[config.mk]
export PLATFORM = sky130hd
export DESIGN_NAME = uart_rx_cmd_flat
export DESIGN_NICKNAME = d
export VERILOG_FILES = /design/src/rtl/uart_rx_cmd_if.sv /design/src/rtl/uart_rx_cmd.sv /design/src/flat_wrapper.sv
export SDC_FILE = /design/constraint.sdc
export NUM_CORES = 1
export LEC_CHECK = 0
export CAP_MARGIN = 20
export CORE_MARGIN = 1
export CORE_UTILIZATION = 29
export DETAILED_ROUTE_END_ITERATION = 6
export SYNTH_ARGS = -nofsm -noshare
export SYNTH_HDL_FRONTEND = slang
export SYNTH_SLANG_ARGS = --single-unit
[constraint.sdc]
create_clock -name clk -period 4.5 [get_ports clk]
set_input_delay 1.125 -clock clk [delete_from_list [all_inputs] [get_ports clk]]
set_output_delay 1.125 -clock clk [all_outputs]
set_load 0.1 [all_outputs]
[src/rtl/uart_rx_cmd_if.sv]
// Serial-line and command-strobe bundle between the rx pin side and the
// control unit. The slave modport is the receiver/decoder.
interface uart_rx_cmd_if;
  logic       rx;
  logic [7:0] rx_data;
  logic       rx_done;
  logic       frame_err;
  logic [7:0] cmd_pulse;
  logic       cmd_unknown;

  modport slave (
    input  rx,
    output rx_data, rx_done, frame_err, cmd_pulse, cmd_unknown
  );

  modport master (
    output rx,
    input  rx_data, rx_done, frame_err, cmd_pulse, cmd_unknown
  );
endinterface

[src/rtl/uart_rx_cmd.sv]
// 8N1 UART receiver with 16x oversampling, followed by a registered decoder
// that maps ASCII command bytes onto one-hot, one-cycle command pulses.
module uart_rx_cmd #(
  parameter int unsigned CLK_FREQ = 100_000_000,
  parameter int unsigned BAUD     = 9600,
  parameter int unsigned OVS      = 16
) (
  input  logic          clk,
  input  logic          rst,
  uart_rx_cmd_if.slave  bus
);

  localparam int unsigned DIV = CLK_FREQ / (BAUD * OVS);
  localparam int unsigned DW  = (DIV > 1) ? $clog2(DIV) : 1;
  localparam int unsigned TW  = (OVS > 1) ? $clog2(OVS) : 1;
  localparam logic [DW-1:0] DIV_LAST = DW'(DIV - 1);
  localparam logic [TW-1:0] TICK_MID = TW'(OVS / 2 - 1);
  localparam logic [TW-1:0] TICK_END = TW'(OVS - 1);

  typedef enum logic [2:0] {IDLE, START, DATA, STOP, WAIT_HIGH} state_e;

  state_e        state_q, state_d;
  logic [1:0]    sync_q;
  logic [DW-1:0] div_q, div_d;
  logic [TW-1:0] tick_cnt_q, tick_cnt_d;
  logic [2:0]    bit_idx_q, bit_idx_d;
  logic [7:0]    shift_q, shift_d;
  logic [7:0]    rx_data_q, rx_data_d;
  logic          rx_done_q, rx_done_d;
  logic          frame_err_q, frame_err_d;
  logic [7:0]    cmd_q, cmd_d;
  logic          unknown_q, unknown_d;
  logic          rx_s;
  logic          tick;

  assign rx_s = sync_q[1];

  always_comb begin
    state_d     = state_q;
    div_d       = div_q;
    tick_cnt_d  = tick_cnt_q;
    bit_idx_d   = bit_idx_q;
    shift_d     = shift_q;
    rx_data_d   = rx_data_q;
    rx_done_d   = 1'b0;
    frame_err_d = 1'b0;
    tick        = 1'b0;

    // Divider is parked at zero whenever no frame is in progress.
    if (state_q == IDLE || state_q == WAIT_HIGH) begin
      div_d = '0;
    end else if (div_q == DIV_LAST) begin
      div_d = '0;
      tick  = 1'b1;
    end else begin
      div_d = div_q + 1'b1;
    end

    case (state_q)
      IDLE: begin
        if (!rx_s) begin
          state_d    = START;
          tick_cnt_d = '0;
          bit_idx_d  = '0;
        end
      end
      START: begin
        if (tick) begin
          if (tick_cnt_q == TICK_MID) begin
            tick_cnt_d = '0;
            bit_idx_d  = '0;
            state_d    = rx_s ? IDLE : DATA;
          end else begin
            tick_cnt_d = tick_cnt_q + 1'b1;
          end
        end
      end
      DATA: begin
        if (tick) begin
          if (tick_cnt_q == TICK_END) begin
            tick_cnt_d         = '0;
            shift_d[bit_idx_q] = rx_s;
            if (bit_idx_q == 3'd7) state_d = STOP;
            else                   bit_idx_d = bit_idx_q + 3'd1;
          end else begin
            tick_cnt_d = tick_cnt_q + 1'b1;
          end
        end
      end
      STOP: begin
        if (tick) begin
          if (tick_cnt_q == TICK_END) begin
            tick_cnt_d = '0;
            if (rx_s) begin
              rx_data_d = shift_q;
              rx_done_d = 1'b1;
              state_d   = IDLE;
            end else begin
              frame_err_d = 1'b1;
              state_d     = WAIT_HIGH;
            end
          end else begin
            tick_cnt_d = tick_cnt_q + 1'b1;
          end
        end
      end
      WAIT_HIGH: begin
        if (rx_s) state_d = IDLE;
      end
      default: state_d = IDLE;
    endcase
  end

  always_comb begin
    cmd_d     = '0;
    unknown_d = 1'b0;
    if (rx_done_q) begin
      case (rx_data_q)
        8'h72:   cmd_d = 8'h01;
        8'h63:   cmd_d = 8'h02;
        8'h48:   cmd_d = 8'h04;
        8'h4D:   cmd_d = 8'h08;
        8'h53:   cmd_d = 8'h10;
        8'h73:   cmd_d = 8'h20;
        8'h6D:   cmd_d = 8'h40;
        8'h4C:   cmd_d = 8'h80;
        default: unknown_d = 1'b1;
      endcase
    end
  end

  always_ff @(posedge clk) begin
    if (rst) begin
      sync_q      <= '1;
      state_q     <= IDLE;
      div_q       <= '0;
      tick_cnt_q  <= '0;
      bit_idx_q   <= '0;
      shift_q     <= '0;
      rx_data_q   <= '0;
      rx_done_q   <= 1'b0;
      frame_err_q <= 1'b0;
      cmd_q       <= '0;
      unknown_q   <= 1'b0;
    end else begin
      sync_q      <= {sync_q[0], bus.rx};
      state_q     <= state_d;
      div_q       <= div_d;
      tick_cnt_q  <= tick_cnt_d;
      bit_idx_q   <= bit_idx_d;
      shift_q     <= shift_d;
      rx_data_q   <= rx_data_d;
      rx_done_q   <= rx_done_d;
      frame_err_q <= frame_err_d;
      cmd_q       <= cmd_d;
      unknown_q   <= unknown_d;
    end
  end

  assign bus.rx_data     = rx_data_q;
  assign bus.rx_done     = rx_done_q;
  assign bus.frame_err   = frame_err_q;
  assign bus.cmd_pulse   = cmd_q;
  assign bus.cmd_unknown = unknown_q;

endmodule

[src/flat_wrapper.sv]
// flat-port wrapper written by rule: the top's interface ports become plain ports
module uart_rx_cmd_flat 
#(
  parameter int unsigned CLK_FREQ = 100_000_000,
  parameter int unsigned BAUD     = 9600,
  parameter int unsigned OVS      = 16
)
  (clk, rst, bus_rx, bus_rx_data, bus_rx_done, bus_frame_err, bus_cmd_pulse, bus_cmd_unknown);
  uart_rx_cmd_if bus_i ();
  input  logic clk;
  input  logic rst;
  input wire logic [$bits(bus_i.rx)-1:0] bus_rx;
  output wire logic [$bits(bus_i.rx_data)-1:0] bus_rx_data;
  output wire logic [$bits(bus_i.rx_done)-1:0] bus_rx_done;
  output wire logic [$bits(bus_i.frame_err)-1:0] bus_frame_err;
  output wire logic [$bits(bus_i.cmd_pulse)-1:0] bus_cmd_pulse;
  output wire logic [$bits(bus_i.cmd_unknown)-1:0] bus_cmd_unknown;
  assign bus_i.rx = bus_rx;
  assign bus_rx_data = bus_i.rx_data;
  assign bus_rx_done = bus_i.rx_done;
  assign bus_frame_err = bus_i.frame_err;
  assign bus_cmd_pulse = bus_i.cmd_pulse;
  assign bus_cmd_unknown = bus_i.cmd_unknown;
  uart_rx_cmd #(.CLK_FREQ(CLK_FREQ), .BAUD(BAUD), .OVS(OVS)) u_core (.clk(clk), .rst(rst), .bus(bus_i));
endmodule
======== Word level (Yosys, flattened, before mapping) ========
Index checks and enable logic that the tools add are counted.
word-level totals
  input port bits ......................... 3
  flip-flop bits (word level) ............. 49
  output and inout port bits .............. 19
  word-level logic and storage cells ...... 96
operators by class
  $lt $le $gt $ge ......................... 2
  equal/unequal tests ..................... 27
  multiplexer cells ....................... 34
  bitwise logic cells ..................... 4
  reductions and logical operators ........ 15
  $add $sub $neg .......................... 3
operator list
  cell                   count
  $eq 8x7->1 const B     8
  $pmux 8 s8             1
  $mux 3                 16
  $mux 4                 5
  $ne 2x1->1 const B     9
  $pmux 3 s5             1
  $pmux 4 s3             1
  $add 10x1->10 const B  1
  $eq 10x10->1 const B   1
  $pmux 3 s3             1
  $reduce_and 9->1       1
  $bwmux 8               1
  $reduce_and 4->1       2
  $reduce_or 8->1        1
  $reduce_and 7->1       1
  $eq 3x2->1 const B     2
  $eq 3x3->1 const B     2
  $mux 1                 6
  $reduce_bool 3->1      2
  $add 4x1->4 const B    1
  $eq 4x3->1 const B     1
  $eq 4x4->1 const B     1
  $lt 3x4->1 const B     1
  $ne 2x2->1 const B     2
  13 further kinds       17

======== Longest topological paths before layout ========
Gate-level depths: netlist (run 1).
  depth in word-level cells ............... 5
  mapped depth ............................ 7
  depth with buffers taken out ............ 6

======== Least setup slack after synthesis (run 1) ========
No wires, ideal clock.
  path kind ............................... reg2out
  from .................................... register u_core.rx_data_q[5], in the netlist u_core.bus.rx_data[5]
  to ...................................... output bus_rx_data[5]
  path buffers ............................ 0
  cell stages (with the launch flop) ...... 1
  required time ........................... 3.375 ns
  setup slack ............................. 2.371 ns
  arrival ................................. 1.004 ns
  path through ............................ dfxtp_1
RTL lines
  element                   line                RTL
  start: declaration        uart_rx_cmd.sv:28   logic [7:0] rx_data_q, rx_data_d;
  start signal: assignment  uart_rx_cmd.sv:152  rx_data_q <= rx_data_d;
  end: declaration          flat_wrapper.sv:13  output wire logic [$bits(bus_i.rx_data)-1:0] bus_rx_data;
No word-level cell between the ends.

======== Final worst setup path (run 1) ========
  from .................................... register u_core.rx_data_q[0], in the netlist u_core.bus.rx_data[0]
  to ...................................... output bus_rx_data[0]
No word-level cell between the ends.

==> results of run 1 <==
cells in the final DEF (no fill, tap or decap), drive strengths merged, types with 4 or more instances in the layout:
cell           Yosys  final
nor3               7      7
inv                5      5
clkbuf            10      7
clkdlybuf4s50      0     21
dfxtp             49     49
ha                 5      5
nand3             10     10
nor3b              7      7
nand2b             6      6
a21oi             12     12
o21ai              9      9
mux2i              9      9
or3                7      7
nand2             32     32
nor2              30     30
nand4             11     11
o41ai              4      4
xnor2              7      7
flip-flops by register name (all words and copies together), names as in the netlist:
name / cells
u_core.shift_q: 8
u_core.bus.cmd_unknown: 1
u_core.bus.cmd_pulse: 8
u_core.state_q: 3
u_core.tick_cnt_q: 4
u_core.bus.rx_data: 8
u_core.sync_q: 2
u_core.bus.rx_done: 1
u_core.bus.frame_err: 1
u_core.div_q: 10
u_core.bit_idx_q: 3
metal layers:
layer / vias up / global-route usage [%] / part of all wire [%]
met2: 29 / 20.1 / 45
met3: 7 / 2.85 / 3.1
met1: 857 / 15.1 / 51
met4: 0 / 3.84 / 1.1
met5: - / 0 / 0
li1: 973 / - / -
worst max-delay path by stage:
stage,depth (start not counted),startpoint,slack [ns],end
6_report,1,u_core.bus.rx_data[0],1.37,bus_rx_data[0]
5_1_grt,1,u_core.bus.rx_data[0],1.26,bus_rx_data[0]
4_1_cts,1,u_core.bus.rx_data[0],1.34,bus_rx_data[0]
3_3_place_gp,1,u_core.bus.rx_data[0],1.72,bus_rx_data[0]
2_1_floorplan,0,u_core.bus.rx_data[5],2.37,bus_rx_data[5]
3_5_place_dp,1,u_core.bus.rx_data[0],1.68,bus_rx_data[0]
power groups by stage:
stage | Sequential, µW | Clock, µW | Combinational [µW]
final | 438 | 322 | 22.2
after global routing | 439 | 351 | 25.6
after CTS | 439 | 333 | 22.4
after detailed placement | 449 | 0 | 22.3
after global placement | 449 | 0 | 22.3
after floorplan | 446 | 0 | 18.3
logic make-up (layout without fill, tap and decap cells):
group                      after synthesis  in the layout  synth area share, %
AOI/OAI and AO/OA                       42             42                 12.0
buffers and inverters                   21             35                 4.48
adders and majority gates                6              6                 3.13
muxes                                   10             10                 4.37
and+or+nand+nor                        128            128                 30.3
DFF                                     49             49                 42.3
xor gates and xnor gates                 9              9                 3.40
per-stage QoR:
| step | cell area, µm² | power [µW] |
|---|---|---|
| floorplan | 2320 | 464 |
| global placement | 2580 | 471 |
| detailed placement | 2580 | 471 |
| CTS | 2700 | 794 |
| global route | 2700 | 816 |
| finish | 2700 | 782 |
layout make-up:
cell class	count	area, µm²
fill	819	5030
multi-input combinational	195	1230
sequential	49	981
timing repair buffer	22	218
tap	102	128
clock buffer	7	86.3
clock inverter	1	30.0
inverter	5	18.8
==> results.yml, run 1 <==
power_and_ir_drop:
  switching_share_pct: 20.3
  internal_power_uw: 624
  peakVddDrop_mv: 0.141
  comb_power_share_pct: 2.8
  p_switching_uw: 159
  clkPwrFrac_pct: 41.1
  leakagePower_uw: 0.000864
  p_per_area_mw_per_mm2: 290
  p_seq_share_pct: 56.1
status:
  outcome: "finished, final reports clean"
critical_path:
  required_ns: 3.38
  ff2ff_setup_slack_ns: 2.44
  path_cells: "clkdlybuf4s50_1"
  crit_slowest_cell: "clkdlybuf4s50_1"
  arrival_ns: 2.00
  r2r_cells: 5
  cp-start-kind: "register"
  crit_type: "reg -> out"
  path_delay_family: "buffers and inverters"
  crit_buf_inv: 1
  cp_max_fo: 10
  end_kind: "primary output"
  r2r_start: "u_core.tick_cnt_q[0]"
  cpPeakStageDelay_ns: 1.20
  regToRegEndpoint: "u_core.bus.rx_data[0]"
clock_tree:
  clkTransAtPathRegs_ns: 0.08
  cts-buffers-inserted: 5
  cts_setup_buffers: 0
  cts_tree: "done"
  clock-sinks: 49
  clkLatencyLatePin_ns: 0.30
  ctsHtreeMaxLevel: 2
  root_buffer: "clkbuf_8"
  cts_resized: 0
  postCtsHoldBufs: 0
  cts.path.max_buffers: 2
sta:
  grt_setup_unrepaired: "no"
  setup-violations-final: 0
  slew_viol_final: 0
  fmax_ghz: 0.320
  finalCritPeriodShare_pct: 69.5
  setup_tns_ns: 0
  hold_ws_ns: 0.415
  maxSlewHeadroom_pct: 34.7
  fin_worst_skew_ns: 0.00444
  tightest_slew_ns: 0.977
  layout_setup_ws_ns: 1.37
  min_period_ns: 3.13
  hold_violations: 0
synthesis:
  yosysSeqAreaShare_pct: 42.3
  syn_area_per_cell_um2: 8.75
  synth_common_cells: "dfxtp_1 (49), nand2_1 (32), nor2_1 (30)"
  yosysTopAreaCell: "dfxtp_1"
  syn-num-nets: 273
  synth_top_area_share_pct: 42.3
  synth_edf_count: 0
  synth_cell_types: 50
  synth_most_common_cell: "dfxtp_1"
  yosysWarnings: 0
  async_reset_ff_share_pct: 0
  syn_area_mm2: 0.00232
  yosys_most_used_dff: "dfxtp_1"
  ys_top_cells_by_area: "dfxtp_1 (42%), nand2_1 (5.2%), nor2_1 (4.9%)"
  synth_cells: 265
  synth_seq_cells: 49
hold_path:
  holdPathStages: 1
  hold_class: "reg -> reg"
  min_to: "u_core.sync_q[1]"
  holdCritStartpoint: "u_core.sync_q[0]"
global_route:
  grt_max_degree: 26
  track_usage_pct: 12.0
  overflow: 0
  grt_pass1_wl_mm: 8.22
  grt_pass1_vias: 1821
  antenna_found_initial: 0
route:
  initialDrtViolationCount: 62
  num_vias: 1866
  totalWireLength_mm: 4.66
  final_antenna_net_count: 0
  post_drt_via_cell_ratio: 4.90
  drc: 0
  post_drt_wl_per_cell_um: 12.2
  drt-pass1-iter-count: 4
die:
  rows: 32
  core_area_mm2: 0.00773
  io_pins: 22
  die_h_um: 91.4
  start_util_pct: 30.0
  die_w_um: 91.4
  die_area_mm2: 0.00836
cells_and_area:
  drive_above_1_share_pct: 7.89
  area_delta_synth_final_pct: 16.2
  utilization_pct: 34.9
  diodes: 0
  fin_cells: 381
  num-nets-final: 286
placed_design:
  numPortBuffers: 21
  place_inst: 373
  dp_slack_ns: 1.68
  hpwl_mm: 3.22
  gp_congestion: 0.790
job:
  drv_cap: 0
Note: power is estimated with default switching activity, not from simulation.
==> run 2, diff against run 1 <==
- clock period: 4.5 -> 3.1 ns (I/O delays scaled with it)
==> run 2 against run 1 <==
  * Routed wire length up 1.3%
  * Register-to-register slack worse by 1.4 ns
  * Via count up 2.0%
  * Die area unchanged
  * Setup slack got worse by 0.37 ns
  * Final area fell by 2.8%
  * First-iteration DRC count grew 52%
  * Sequential power up 45%
  * Total power grew 34%
  * Critical path type is now reg -> reg
  * Largest cell class unchanged
  * Largest power group unchanged
  * Highest routed layer unchanged
==> results.yml, run 2 (synthesis results as in run 1) <==
status:
  outcome: "finished, final reports clean"
critical_path:
  end_kind: "register"
  crit_buf_inv: 1
  ff2ff_setup_slack_ns: 1.00
  required_ns: 3.33
  r2r_start: "u_core.div_q[0]"
  r2r_cells: 6
  crit_slowest_cell: "and3_1"
  regToRegEndpoint: "u_core.bus.rx_data[1]"
  crit_type: "reg -> reg"
  cp_max_fo: 13
  cp-start-kind: "register"
  path_cells: "inv_1, ha_1, and4bb_2, and4_4, and3_1, mux2i_1"
  path_delay_family: "simple AND/OR/NAND/NOR gates"
  cpPeakStageDelay_ns: 0.51
  arrival_ns: 2.33
sta:
  fin_worst_skew_ns: 0.0102
  fmax_ghz: 0.477
  setup-violations-final: 0
  slew_viol_final: 0
  hold_violations: 0
  maxSlewHeadroom_pct: 50.9
  min_period_ns: 2.10
  grt_setup_unrepaired: "no"
  setup_tns_ns: 0
  finalCritPeriodShare_pct: 67.6
  tightest_slew_ns: 0.736
  hold_ws_ns: 0.417
route:
  totalWireLength_mm: 4.72
  drt-pass1-iter-count: 4
  initialDrtViolationCount: 94
  num_vias: 1903
  post_drt_via_cell_ratio: 4.99
  drc: 0
  final_antenna_net_count: 0
  post_drt_wl_per_cell_um: 12.4
cells_and_area:
  top_register: "u_core.div_q"
  multi_input_area_mm2: 0.00123
  largest_reg_flops: 10
  final_cell_mix: "dfxtp_1 (49), nand2_1 (32), nor2_1 (30)"
  fin_area_mm2: 0.00262
  drive_above_1_share_pct: 14.7
  num-nets-final: 286
  seq_area_um2: 981
  diodes: 0
  area_delta_synth_final_pct: 13.0
  fillCellCount: 811
  layout_commonest_cell: "dfxtp_1"
placed_design:
  numPortBuffers: 21
  hpwl_mm: 3.30
  place_area_mm2: 0.00253
  gp_congestion: 0.793
die:
  die_w_um: 91.4
  die_h_um: 91.4
  start_util_pct: 30.0
  io_pins: 22
  die_area_mm2: 0.00836
  core_area_mm2: 0.00773
  rows: 32
clock_tree:
  cts_resized: 0
  clkLatencyLatePin_ns: 0.30
  cts-buffers-inserted: 5
  root_buffer: "clkbuf_8"
  clkTransAtPathRegs_ns: 0.10
  postCtsHoldBufs: 0
  ctsHtreeMaxLevel: 2
  cts.path.max_buffers: 2
  clock-sinks: 49
  cts_setup_buffers: 0
  cts_tree: "done"
hold_path:
  holdPathStages: 1
  holdCritStartpoint: "u_core.sync_q[0]"
  hold_class: "reg -> reg"
  min_to: "u_core.sync_q[1]"
global_route:
  grt_pass1_wl_mm: 8.05
  antenna_found_initial: 0
  grt_pass1_vias: 1738
  track_usage_pct: 11.9
  overflow: 0
  grt_max_degree: 26
power_and_ir_drop:
  p_per_area_mw_per_mm2: 400
  leakagePower_uw: 0.000882
  peakVddDrop_mv: 0.223
job:
  drv_cap: 0
-- run 2: cell types whose count changed in the layout (fill, tap and decap cells not counted) --
cell / delta
buf_4: +19
clkdlybuf4s50_1: -19
clkinvlp_4: +2
clkbuf_8: -1
bufinv_16: -1
-- run 2: through the flow --
step | total power [µW] | utilization, % | worst slack, ns | instances
finish | 1050 | 33.9 | 1.00 | 381
floorplan | 674 | - | 1.28 | 265
global placement | 683 | 32.8 | 0.831 | 373
CTS | 1060 | 33.9 | 0.992 | 381
global route | 1090 | 33.9 | 0.869 | 381
detailed placement | 684 | 32.8 | 0.747 | 373
-- run 2: cell type report --
class	instances	share of cell area, %
multi-input combinational	195	47.1
timing repair buffer	22	6.50
sequential	49	37.5
tap	102	4.87
clock buffer	6	2.77
clock inverter	2	0.573
inverter	5	0.717
-- run 2: how the worst max path moves through the flow --
stage               slack (ns)                      to                  start  depth (start not counted)
floorplan                 1.28  u_core.bus.cmd_unknown  u_core.bus.rx_data[0]                          4
global placement          0.83     u_core.bit_idx_q[1]                    rst                          4
detailed placement        0.75     u_core.bit_idx_q[2]                    rst                          4
CTS                       0.99   u_core.bus.rx_data[6]        u_core.div_q[0]                          6
global route              0.87   u_core.bus.rx_data[1]   u_core.tick_cnt_q[0]                          5
finish                    1.00   u_core.bus.rx_data[1]        u_core.div_q[0]                          6
-- run 2: layer usage --
metal	wire length [µm]	part of all wire (%)	up-vias	GRT usage, %
li1	-	-	971	-
met1	2350	50	879	15.9
met2	2130	45	48	19.0
met3	187	4.0	5	2.60
met4	41	0.87	0	3.57
met5	0	0	-	0
-- run 2: worst reg2reg max path, stage by stage, from the launching register on --
cell,delay (ns)
dfxtp_1,0.36
inv_1,0.07
ha_1,0.15
and4bb_2,0.34
and4_4,0.35
and3_1,0.51
mux2i_1,0.24
-- run 2: power breakdown --
part           switching (µW)  leakage (µW)  internal (µW)
Sequential               5.17      0.000395            632
Combinational            21.8      0.000450           10.7
Clock                     219     0.0000374            159
